==> config.mk <==
export PLATFORM = sky130hd
export DESIGN_NAME = pingpong_read_ctrl_flat
export DESIGN_NICKNAME = d
export VERILOG_FILES = /design/src/rtl/pingpong_read_ctrl_pkg.sv /design/src/rtl/pingpong_read_ctrl_if.sv /design/src/rtl/pingpong_read_ctrl_skid_fifo.sv /design/src/rtl/pingpong_read_ctrl.sv /design/src/flat_wrapper.sv
export SDC_FILE = /design/constraint.sdc
export NUM_CORES = 1
export LEC_CHECK = 0
export ABC_AREA = 1
export ABC_CLOCK_PERIOD_IN_PS = 2450
export CAP_MARGIN = 20
export CORE_MARGIN = 1.5
export CORE_UTILIZATION = 46
export DETAILED_ROUTE_END_ITERATION = 16
export PLACE_DENSITY = 0.76
export SLEW_MARGIN = 15
export SYNTH_ARGS = -nofsm -noshare
export SYNTH_HDL_FRONTEND = slang
export SYNTH_HIERARCHICAL = 1
export SYNTH_SLANG_ARGS = --single-unit
==> constraint.sdc <==
create_clock -name clk -period 2.45 [get_ports clk]
set_input_delay 0.6125 -clock clk [delete_from_list [all_inputs] [get_ports clk]]
set_output_delay 0.6125 -clock clk [all_outputs]
set_load 0.005 [all_outputs]
==> src/rtl/pingpong_read_ctrl_pkg.sv <==
// Shared definitions for the ping-pong read controller: FSM encoding, bank
// indices, debug view and the frame-length clamp.
package pingpong_read_ctrl_pkg;

    localparam logic [1:0] ST_IDLE    = 2'd0;
    localparam logic [1:0] ST_READ    = 2'd1;
    localparam logic [1:0] ST_DRAIN   = 2'd2;
    localparam logic [1:0] ST_RELEASE = 2'd3;

    localparam logic BANK0 = 1'b0;
    localparam logic BANK1 = 1'b1;

    typedef struct packed {
        logic [1:0] state;
        logic       cur;
        logic       fifo_full;
        logic [1:0] fifo_count;
    } dbg_t;

    // A bank never holds more than depth words, whatever the write side reports.
    function automatic logic [15:0] clamp_len(input logic [15:0] len, input logic [15:0] depth);
        return (len > depth) ? depth : len;
    endfunction

endpackage

==> src/rtl/pingpong_read_ctrl_if.sv <==
// Downstream frame stream. Handshake: a word transfers on a rising clk edge where
// m_valid_o && m_ready_i; once m_valid_o is high, m_data_o/m_last_o hold until accepted.
interface pingpong_read_ctrl_if #(
    parameter int DATA_W = 32
) ();
    logic              m_valid_o;
    logic [DATA_W-1:0] m_data_o;
    logic              m_last_o;
    logic              m_ready_i;

    modport master (
        output m_valid_o,
        output m_data_o,
        output m_last_o,
        input  m_ready_i
    );

    modport slave (
        input  m_valid_o,
        input  m_data_o,
        input  m_last_o,
        output m_ready_i
    );
endinterface

==> src/rtl/pingpong_read_ctrl_skid_fifo.sv <==
// Two-entry skid FIFO holding RAM read data plus its last tag until the
// downstream consumer accepts it. Push and pop may happen in the same cycle.
module pingpong_skid_fifo #(
    parameter int W = 33
) (
    input  logic         clk,
    input  logic         rst,
    input  logic         i_wr_en,
    input  logic [W-1:0] i_wr_data,
    input  logic         i_rd_en,
    output logic [W-1:0] o_rd_data,
    output logic         o_full,
    output logic         o_empty,
    output logic [1:0]   o_count
);
    logic [W-1:0] r_mem [2];
    logic         r_wr_ptr;
    logic         r_rd_ptr;
    logic [1:0]   r_count;
    logic         w_push;
    logic         w_pop;

    assign o_full    = (r_count == 2'd2);
    assign o_empty   = (r_count == 2'd0);
    assign o_count   = r_count;
    assign o_rd_data = r_mem[r_rd_ptr];

    // When full, a same-cycle pop frees the slot the push lands in.
    assign w_push = i_wr_en && (!o_full || i_rd_en);
    assign w_pop  = i_rd_en && !o_empty;

    always_ff @(posedge clk) begin
        if (rst) begin
            r_mem[0] <= '0;
            r_mem[1] <= '0;
            r_wr_ptr <= 1'b0;
            r_rd_ptr <= 1'b0;
            r_count  <= 2'd0;
        end else begin
            if (w_push) begin
                r_mem[r_wr_ptr] <= i_wr_data;
                r_wr_ptr        <= ~r_wr_ptr;
            end
            if (w_pop) begin
                r_rd_ptr <= ~r_rd_ptr;
            end
            case ({w_push, w_pop})
                2'b10:   r_count <= r_count + 2'd1;
                2'b01:   r_count <= r_count - 2'd1;
                default: r_count <= r_count;
            endcase
        end
    end

endmodule

==> src/rtl/pingpong_read_ctrl.sv <==
// Read side of the ping-pong buffer: drains banks 0,1,0,... from a 1-cycle-latency
// RAM into a framed valid/ready stream and pulses a release once a bank is drained.
module pingpong_read_ctrl
    import pingpong_read_ctrl_pkg::*;
#(
    parameter int DATA_W = 32,
    parameter int DEPTH  = 256,
    parameter int ADDR_W = 8
) (
    input  logic                 clk,
    input  logic                 rst,
    input  logic [1:0]           bank_full_i,
    input  logic [ADDR_W:0]      bank0_len_i,
    input  logic [ADDR_W:0]      bank1_len_i,
    output logic [1:0]           bank_release_o,
    output logic                 rd_en_o,
    output logic                 rd_bank_o,
    output logic [ADDR_W-1:0]    rd_addr_o,
    input  logic [DATA_W-1:0]    rd_data_i,
    pingpong_read_ctrl_if.master m_if,
    output dbg_t                 dbg_o
);
    localparam int LEN_W = ADDR_W + 1;

    logic [1:0]        r_state;
    logic              r_cur;
    logic [LEN_W-1:0]  r_len;
    logic [ADDR_W-1:0] r_addr;
    logic              r_inflight;
    logic              r_inflight_last;

    logic              w_full_cur;
    logic [LEN_W-1:0]  w_len_sel;
    logic [LEN_W-1:0]  w_len_clamped;
    logic              w_is_last_addr;
    logic              w_rd_en;
    logic              w_pop;
    logic              w_last_acc;
    logic [2:0]        w_credit_used;
    logic [DATA_W:0]   w_head;
    logic              w_fifo_full;
    logic              w_fifo_empty;
    logic [1:0]        w_fifo_count;

    assign w_full_cur     = bank_full_i[r_cur];
    assign w_len_sel      = (r_cur == BANK1) ? bank1_len_i : bank0_len_i;
    assign w_len_clamped  = LEN_W'(clamp_len(16'(w_len_sel), 16'(DEPTH)));
    assign w_is_last_addr = ({1'b0, r_addr} == (r_len - LEN_W'(1)));

    assign w_pop      = !w_fifo_empty && m_if.m_ready_i;
    assign w_last_acc = w_pop && w_head[DATA_W];

    // A word leaving this cycle frees its slot, which keeps one read per cycle
    // flowing under full throughput while the FIFO still never overflows.
    assign w_credit_used = {1'b0, w_fifo_count} + {2'b00, r_inflight} - {2'b00, w_pop};
    assign w_rd_en       = (r_state == ST_READ) && (w_credit_used < 3'd2);

    always_ff @(posedge clk) begin
        if (rst) begin
            r_state         <= ST_IDLE;
            r_cur           <= BANK0;
            r_len           <= '0;
            r_addr          <= '0;
            r_inflight      <= 1'b0;
            r_inflight_last <= 1'b0;
        end else begin
            r_inflight      <= w_rd_en;
            r_inflight_last <= w_rd_en && w_is_last_addr;
            case (r_state)
                ST_IDLE: begin
                    if (w_full_cur) begin
                        r_len   <= w_len_clamped;
                        r_addr  <= '0;
                        r_state <= (w_len_clamped == '0) ? ST_RELEASE : ST_READ;
                    end
                end
                ST_READ: begin
                    if (w_rd_en) begin
                        r_addr <= r_addr + ADDR_W'(1);
                        if (w_is_last_addr) begin
                            r_state <= ST_DRAIN;
                        end
                    end
                end
                ST_DRAIN: begin
                    if (w_last_acc) begin
                        r_state <= ST_RELEASE;
                    end
                end
                ST_RELEASE: begin
                    r_cur   <= ~r_cur;
                    r_addr  <= '0;
                    r_state <= ST_IDLE;
                end
                default: r_state <= ST_IDLE;
            endcase
        end
    end

    pingpong_skid_fifo #(
        .W (DATA_W + 1)
    ) u_skid (
        .clk       (clk),
        .rst       (rst),
        .i_wr_en   (r_inflight),
        .i_wr_data ({r_inflight_last, rd_data_i}),
        .i_rd_en   (w_pop),
        .o_rd_data (w_head),
        .o_full    (w_fifo_full),
        .o_empty   (w_fifo_empty),
        .o_count   (w_fifo_count)
    );

    assign rd_en_o   = w_rd_en;
    assign rd_bank_o = r_cur;
    assign rd_addr_o = r_addr;

    assign bank_release_o = (r_state != ST_RELEASE) ? 2'b00 :
                            (r_cur == BANK1)        ? 2'b10 : 2'b01;

    assign m_if.m_valid_o = !w_fifo_empty;
    assign m_if.m_data_o  = w_head[DATA_W-1:0];
    assign m_if.m_last_o  = !w_fifo_empty && w_head[DATA_W];

    always_comb begin
        dbg_o            = '0;
        dbg_o.state      = r_state;
        dbg_o.cur        = r_cur;
        dbg_o.fifo_full  = w_fifo_full;
        dbg_o.fifo_count = w_fifo_count;
    end

endmodule

==> src/flat_wrapper.sv <==
// flat-port wrapper written by rule: the top's interface ports become plain ports
module pingpong_read_ctrl_flat import pingpong_read_ctrl_pkg::*;
#(
    parameter int DATA_W = 32,
    parameter int DEPTH  = 256,
    parameter int ADDR_W = 8
)
  (clk, rst, bank_full_i, bank0_len_i, bank1_len_i, bank_release_o, rd_en_o, rd_bank_o, rd_addr_o, rd_data_i, dbg_o, m_if_m_valid_o, m_if_m_data_o, m_if_m_last_o, m_if_m_ready_i);
  pingpong_read_ctrl_if #(.DATA_W(DATA_W)) m_if_i ();
  input  logic clk;
  input  logic rst;
  input  logic [1:0] bank_full_i;
  input  logic [ADDR_W:0] bank0_len_i;
  input  logic [ADDR_W:0] bank1_len_i;
  output logic [1:0] bank_release_o;
  output logic rd_en_o;
  output logic rd_bank_o;
  output logic [ADDR_W-1:0] rd_addr_o;
  input  logic [DATA_W-1:0] rd_data_i;
  output dbg_t dbg_o;
  output wire logic [$bits(m_if_i.m_valid_o)-1:0] m_if_m_valid_o;
  output wire logic [$bits(m_if_i.m_data_o)-1:0] m_if_m_data_o;
  output wire logic [$bits(m_if_i.m_last_o)-1:0] m_if_m_last_o;
  input wire logic [$bits(m_if_i.m_ready_i)-1:0] m_if_m_ready_i;
  assign m_if_m_valid_o = m_if_i.m_valid_o;
  assign m_if_m_data_o = m_if_i.m_data_o;
  assign m_if_m_last_o = m_if_i.m_last_o;
  assign m_if_i.m_ready_i = m_if_m_ready_i;
  pingpong_read_ctrl #(.DATA_W(DATA_W), .DEPTH(DEPTH), .ADDR_W(ADDR_W)) u_core (.clk(clk), .rst(rst), .bank_full_i(bank_full_i), .bank0_len_i(bank0_len_i), .bank1_len_i(bank1_len_i), .bank_release_o(bank_release_o), .rd_en_o(rd_en_o), .rd_bank_o(rd_bank_o), .rd_addr_o(rd_addr_o), .rd_data_i(rd_data_i), .m_if(m_if_i), .dbg_o(dbg_o));
endmodule
==> impl_metrics.py, run 1 <==
metrics = {
    "placement": {
        "gp_congestion": 0.780,
        "place_area_mm2": 0.00623,
        "io_buffers": 106,
        "dp_hpwl_mm": 7.23,
    },
    "synth": {
        "syn_avg_cell_area_um2": 9.39,
        "ys.warnings.count": 6,
        "synth_top_area_frac": 0.404,
        "synth_seq_cells": 93,
        "synth.cell_area_mm2": 0.00491,
        "synth_seq_area_share": 0.514,
        "ys_top_cells_by_area": "edfxtp_1 (40%), dfxtp_1 (11%), mux2_2 (7.6%), nand2_1 (6.9%), inv_1 (6.7%)",
        "synth_top_cell_by_area": "edfxtp_1",
        "syn_inst": 523,
        "synth_nets": 587,
        "synthDistinctLibCells": 42,
    },
    "worst_setup_path": {
        "critPathKind": "register to output port",
        "end_kind": "output port",
        "critPathRequiredTime_ns": 1.84,
        "critPathLaunch": "u_core/u_skid/o_count[0]",
        "path_max_fanout": 3,
        "cp_data_arrival_time_ns": 2.02,
        "cp-start-kind": "register",
        "r2r_start": "u_core/u_skid/o_count[0]",
    },
    "sta": {
        "drv_slew": 0,
        "hold_viol": 0,
        "period_share": 1.08,
        "fmax_mhz": 380,
        "fin_skew_ns": 0.00926,
        "min_period_ns": 2.63,
        "worst_slack_ns": -0.185,
        "rsz0062_at_grt": "yes",
        "relSlewSlack": 0.748,
        "setup_viol": 2,
        "timing.hold.ws_ns": 0.485,
        "tightest_slew_ns": 0.378,
    },
    "layout": {
        "syn_to_final_growth_pct": 32.4,
        "fillers": 810,
        "utilization": 0.630,
        "nets": 710,
        "drive_gt1_frac": 0.217,
        "seq_area_mm2": 0.00253,
        "multi_input_area_mm2": 0.00197,
        "diodes": 0,
        "postLayoutCellArea_mm2": 0.00650,
    },
    "floorplanning": {
        "die_area_mm2": 0.0113,
        "rows": 37,
        "io_pins": 107,
        "core_region_area_mm2": 0.0103,
        "die-width_um": 106,
        "die_height_um": 106,
        "start_util": 0.476,
    },
    "drt": {
        "ant_nets": 0,
        "wl_per_cell_um": 13.2,
        "drcViolationCount": 0,
        "vias": 3816,
        "drt_first_pass_iters": 5,
        "vias_per_cell": 4.85,
        "wl_mm": 10.4,
        "first_iter_violations": 173,
    },
    "power": {
        "total_power_mw": 4.89,
        "max-vdd-ir-drop_v": 0.000337,
        "pwr-share-comb": 0.385,
        "power_switching_mw": 1.65,
        "leakagePower_nw": 2.75,
        "power_density_mw_per_mm2": 752,
        "swShare": 0.338,
        "p_int_mw": 3.23,
        "p_clk_frac": 0.201,
        "sequentialPowerShare": 0.414,
    },
    "global_routing": {
        "grt_pass1_wl_mm": 17.2,
        "grtUsageTotal": 0.193,
        "antenna_found_initial": 0,
        "grt_max_degree": 34,
        "grt-ovfl-total": 0,
        "first_global_vias": 3809,
    },
    "clock_network": {
        "cts.sinks": 93,
        "clockRootBuffer": "clkbuf_8",
        "clkLatencyLatePin_ns": 0.36,
        "cts_made_buffers": 9,
        "clk_pin_slew_ns": 0.09,
        "htree_levels": 3,
        "clk_path_buf_depth": 2,
        "cts_tree": "built",
    },
    "run": {
        "cap_viol_max_count": 0,
    },
    "run_status": {
        "status": "complete, but fails checks",
        "violations": "setup timing",
    },
    "min_path": {
        "min_from": "u_core/r_len[8]",
        "hp-class": "register to register",
    },
}
## layer usage
layer  part of all wire  global-route usage  vias to the layer above
met5                  0                   0                        -
met2               0.50               0.341                      127
met1               0.43               0.227                     1751
met3              0.060              0.0417                       12
li1                   -                   -                     1926
met4              0.011              0.0782                        0
## state kept, by name, indices dropped and copies added, names as in the netlist, named ones only
register,cells
u_core/u_skid/r_mem,66
u_core/r_len,9
u_core/rd_addr_o,8
u_core/r_state,2
u_core/u_skid/o_count,2
u_core/r_inflight,1
u_core/r_inflight_last,1
u_core/rd_bank_o,1
u_core/u_skid/r_rd_ptr,1
u_core/u_skid/r_wr_ptr,1
## cell usage in the layout (no fill, tap or decap), types with 11 or more instances in the layout
cell and count:
edfxtp_1 66, inv_1 85, a21oi_1 11, nand2_1 89, nor2_2 30, mux2_2 33, dfxtp_1 23, nand3_1 14
nor2_1 71, clkdlybuf4s50_1 104, buf_4 13
## worst max-delay path, cell delays in order, from the launching register on
cell	delay [ns]
dfxtp_4	0.38
nor2_4	0.04
nor2_4	0.13
ha_4	0.21
inv_2	0.05
nand2_2	0.04
fa_2	0.53
o21ai_2	0.06
nor2_2	0.10
buf_2	0.12
## area by class of cell
| class | instances | area share |
|---|---|---|
| sequential | 93 | 0.390 |
| clock inverter | 3 | 0.00712 |
| timing repair buffer | 127 | 0.198 |
| inverter | 94 | 0.0550 |
| clock buffer | 13 | 0.0214 |
| multi-input combinational | 321 | 0.302 |
| tap | 136 | 0.0262 |
## per-stage QoR
stage / std cells / setup WS [ns] / TNS (ns)
after CTS: 787 / -0.235 / -0.235
after floorplan: 523 / -0.0201 / -0.0201
after detailed placement: 770 / -0.991 / -8.03
after global placement: 770 / -0.987 / -7.40
after global routing: 787 / -0.279 / -1.27
final: 787 / -0.185 / -0.206
## worst paths after layout
| check | slack, ns | to | depth (start not counted) |
|---|---|---|---|
| setup / recovery | -0.18 | rd_en_o | 9 |
| hold / removal | 0.49 | u_core/r_len[8] | 2 |
| setup reg to reg | -0.02 | u_core/rd_addr_o[3] | 16 |
| hold reg to reg | 0.49 | u_core/r_len[8] | 2 |
## power groups by stage
stage          Combinational [mW]  Clock (mW)  Sequential [mW]
2_1_floorplan                1.14           0             2.03
3_3_place_gp                 1.76           0             2.04
3_5_place_dp                 1.81           0             2.05
4_1_cts                      1.85        1.01             2.02
5_1_grt                      2.08        1.07             2.05
6_report                     1.88       0.983             2.02
## timing repair
action / 4_1_cts / 5_1_grt
endpoints found under the setup margin: 17 / 12
gates resized for setup: 22 / 8
hold buffers: 0 / 0
endpoints found under the hold margin: 0 / 0
gates cloned: 1 / 0
pin swaps: 4 / 4
buffers inserted: 0 / 0
## cells in the mapped netlist, drive strengths merged
cell and number:
nor2 108, nand2 97, inv 93, edfxtp 66, mux2 33, dfxtp 27
nand3 17, buf 14, a21oi 13, o21ai 12, a211oi 8, ha 8
nand4 6, a31oi 5, nor3 5, xor2 2, clkbuf 1, clkinv 1
fa 1, nand3b 1, nor3b 1, nor4 1, o21bai 1, or2 1
xnor2 1
## cell families (layout without fill, tap and decap cells)
kind of cell | count (synthesis) | count (layout) | synth area share
and+or+nand+nor | 237 | 237 | 0.232
buffers and inverters | 109 | 237 | 0.0973
DFF | 93 | 93 | 0.514
AOI/OAI and AO/OA | 39 | 39 | 0.0512
muxes | 33 | 33 | 0.0757
adders and majority gates | 9 | 9 | 0.0245
xor gates and xnor gates | 3 | 3 | 0.00535
No activity file was read; power rests on OpenSTA's default activity.
==> run 2: changes to the inputs <==
--- a/config.mk
+++ b/config.mk
@@ -10,6 +10,7 @@
 export CAP_MARGIN = 20
 export CORE_MARGIN = 1.5
 export CORE_UTILIZATION = 46
+export CTS_CLUSTER_SIZE = 8
 export DETAILED_ROUTE_END_ITERATION = 16
 export PLACE_DENSITY = 0.76
 export SLEW_MARGIN = 15
==> results of run 2 <==
No change in the layout: final DEF, timing and power equal those of run 1.
==> run 3: changes to the inputs <==
--- a/config.mk
+++ b/config.mk
@@ -7,12 +7,12 @@
 export LEC_CHECK = 0
 export ABC_AREA = 1
 export ABC_CLOCK_PERIOD_IN_PS = 2450
-export CAP_MARGIN = 20
 export CORE_MARGIN = 1.5
 export CORE_UTILIZATION = 46
 export CTS_CLUSTER_SIZE = 8
 export DETAILED_ROUTE_END_ITERATION = 16
 export PLACE_DENSITY = 0.76
+export RECOVER_POWER = 25
 export SLEW_MARGIN = 15
 export SYNTH_ARGS = -nofsm -noshare
 export SYNTH_HDL_FRONTEND = slang
==> run 3 against run 2 <==
The run still ends with setup timing left. Largest power group unchanged. Register-to-register slack about the same. Design area down 1.2%. Critical endpoint unchanged. Sequential power about the same.
==> impl_metrics.py, run 3 (synthesis results as in run 1) <==
metrics = {
    "worst_setup_path": {
        "rrSetupSlack_ns": -0.02,
        "crit_path_cell_trace": "nor2_4, nor2_4, ha_4, inv_2, nand2_2, fa_2, o21ai_2, nor2_2, buf_2",
        "end_kind": "output port",
        "r2r_start": "u_core/u_skid/o_count[0]",
        "cp_common_cell": "nor2_4",
        "cpMaxStageDelayCell": "fa_2",
        "cp-start-kind": "register",
        "r2r-end": "u_core/rd_addr_o[3]",
        "path_max_fanout": 3,
        "reg2regPathDepth": 16,
        "critPathRequiredTime_ns": 1.84,
        "cp_data_arrival_time_ns": 2.02,
        "max_stage_delay_ns": 0.53,
        "critPathKind": "register to output port",
    },
    "layout": {
        "fillers": 825,
        "drive_gt1_frac": 0.198,
        "regMostFlops": "u_core/u_skid/r_mem",
        "largest_reg_flops": 66,
        "syn_to_final_growth_pct": 30.8,
        "postLayoutCellArea_mm2": 0.00642,
        "diodes": 0,
        "utilization": 0.622,
        "mostFrequentLayoutCells": "clkdlybuf4s50_1 (102), nand2_1 (90), inv_1 (85), nor2_1 (79), edfxtp_1 (66)",
        "final_common_cell": "clkdlybuf4s50_1",
        "layoutNonFillerInstCount": 787,
        "nets": 710,
    },
    "clock_network": {
        "cts_tree": "built",
        "cts_setup_buffers": 0,
        "cts.sinks": 93,
        "cts_made_buffers": 9,
        "htree_levels": 3,
        "clk_path_buf_depth": 2,
        "clk_pin_slew_ns": 0.09,
        "clockRootBuffer": "clkbuf_8",
        "clkLatencyLatePin_ns": 0.35,
        "ctsHoldBuffers": 0,
    },
    "drt": {
        "wl_mm": 10.5,
        "wl_met1_mm": 4.53,
        "drcViolationCount": 0,
        "first_iter_violations": 189,
        "vias_per_cell": 4.85,
        "wl_per_cell_um": 13.3,
        "met2_length_mm": 5.29,
        "ant_nets": 0,
        "drt_first_pass_iters": 5,
        "routed.top_layer": "met4",
        "vias": 3815,
        "met3WireLength_um": 575,
    },
    "floorplanning": {
        "die_area_mm2": 0.0113,
        "rows": 37,
        "io_pins": 107,
        "start_util": 0.476,
        "core_region_area_mm2": 0.0103,
        "die-width_um": 106,
        "die_height_um": 106,
    },
    "run": {
        "cap_viol_max_count": 0,
    },
    "placement": {
        "dp_hpwl_mm": 7.23,
        "io_buffers": 106,
        "place_area_mm2": 0.00623,
        "dpl.cell_count": 770,
        "gp_congestion": 0.780,
    },
    "global_routing": {
        "first_global_vias": 3809,
        "grt-ovfl-total": 0,
        "grtUsageTotal": 0.193,
        "antenna_found_initial": 0,
        "grt_max_degree": 34,
        "grt_pass1_wl_mm": 17.2,
    },
    "sta": {
        "drv_slew": 0,
        "tightest_slew_ns": 0.899,
        "hold_viol": 0,
        "setup_viol": 2,
        "min_period_ns": 2.63,
        "worst_slack_ns": -0.179,
        "fmax_mhz": 380,
        "relSlewSlack": 0.401,
        "period_share": 1.07,
        "fin_skew_ns": 0.00874,
        "rsz0062_at_grt": "yes",
    },
    "min_path": {
        "hold-path-cell-count": 2,
        "hp-class": "register to register",
        "holdPathEnd": "u_core/r_len[8]",
        "min_from": "u_core/r_len[8]",
    },
    "power": {
        "power_density_mw_per_mm2": 755,
        "leakagePower_nw": 2.73,
        "max-vdd-ir-drop_v": 0.000337,
        "total_power_mw": 4.85,
    },
    "run_status": {
        "violations": "setup timing",
        "status": "complete, but fails checks",
    },
}
run 3: power breakdown:
| part | switching (mW) | leakage [nW] | internal, mW |
|---|---|---|---|
| Combinational | 1.00 | 1.74 | 0.846 |
| Sequential | 0.132 | 0.906 | 1.89 |
| Clock | 0.505 | 0.0878 | 0.476 |
| Total | 1.64 | 2.73 | 3.21 |
run 3: worst max-delay path by stage:
stage,startpoint,to,slack [ns],depth (start not counted)
after global routing,u_core/u_skid/o_count[0],rd_en_o,-0.28,9
after floorplan,m_if_m_ready_i,u_core/rd_addr_o[3],-0.02,15
after CTS,u_core/u_skid/o_count[0],rd_en_o,-0.24,9
after global placement,m_if_m_ready_i,rd_en_o,-0.99,10
after detailed placement,m_if_m_ready_i,rd_en_o,-0.99,10
final,u_core/u_skid/o_count[0],rd_en_o,-0.18,9
run 3: cell type report:
class / instances / area, um^2 / share of cell area
Clock buffer: 13 / 139 / 0.0216
Clock inverter: 3 / 46.3 / 0.00721
Inverter: 94 / 358 / 0.0557
Multi-Input combinational cell: 321 / 1920 / 0.299
Sequential cell: 93 / 2530 / 0.394
Tap cell: 136 / 170 / 0.0265
Timing Repair Buffer: 127 / 1250 / 0.195
run 3: repair_timing:
action	4_1_cts	5_1_grt
setup endpoints to repair	17	12
cloned	1	0
resized for setup	22	8
pin swaps	4	4
run 3: worst max-delay path: cells and delay by family, from the launching register on:
family / cells / cell delay, ns
adder cells (fa/ha/maj): 2 / 0.74
flip-flops: 1 / 0.38
AND/OR/NAND/NOR: 4 / 0.31
buffers and inverters: 2 / 0.17
AO/OA/AOI/OAI: 1 / 0.06
run 3: stage by stage:
step                hold slack [ns]  TNS (ns)  worst slack (ns)
detailed placement            0.468     -8.03            -0.991
finish                        0.487    -0.197            -0.179
global placement              0.470     -7.40            -0.987
global route                  0.517     -1.52            -0.279
floorplan                     0.441   -0.0201           -0.0201
CTS                           0.480    -0.235            -0.235
run 3: per-layer routing:
metal,track usage,up-vias
li1,-,1919
met1,0.227,1775
met2,0.341,112
met3,0.0417,9
met4,0.0782,0
met5,0,-
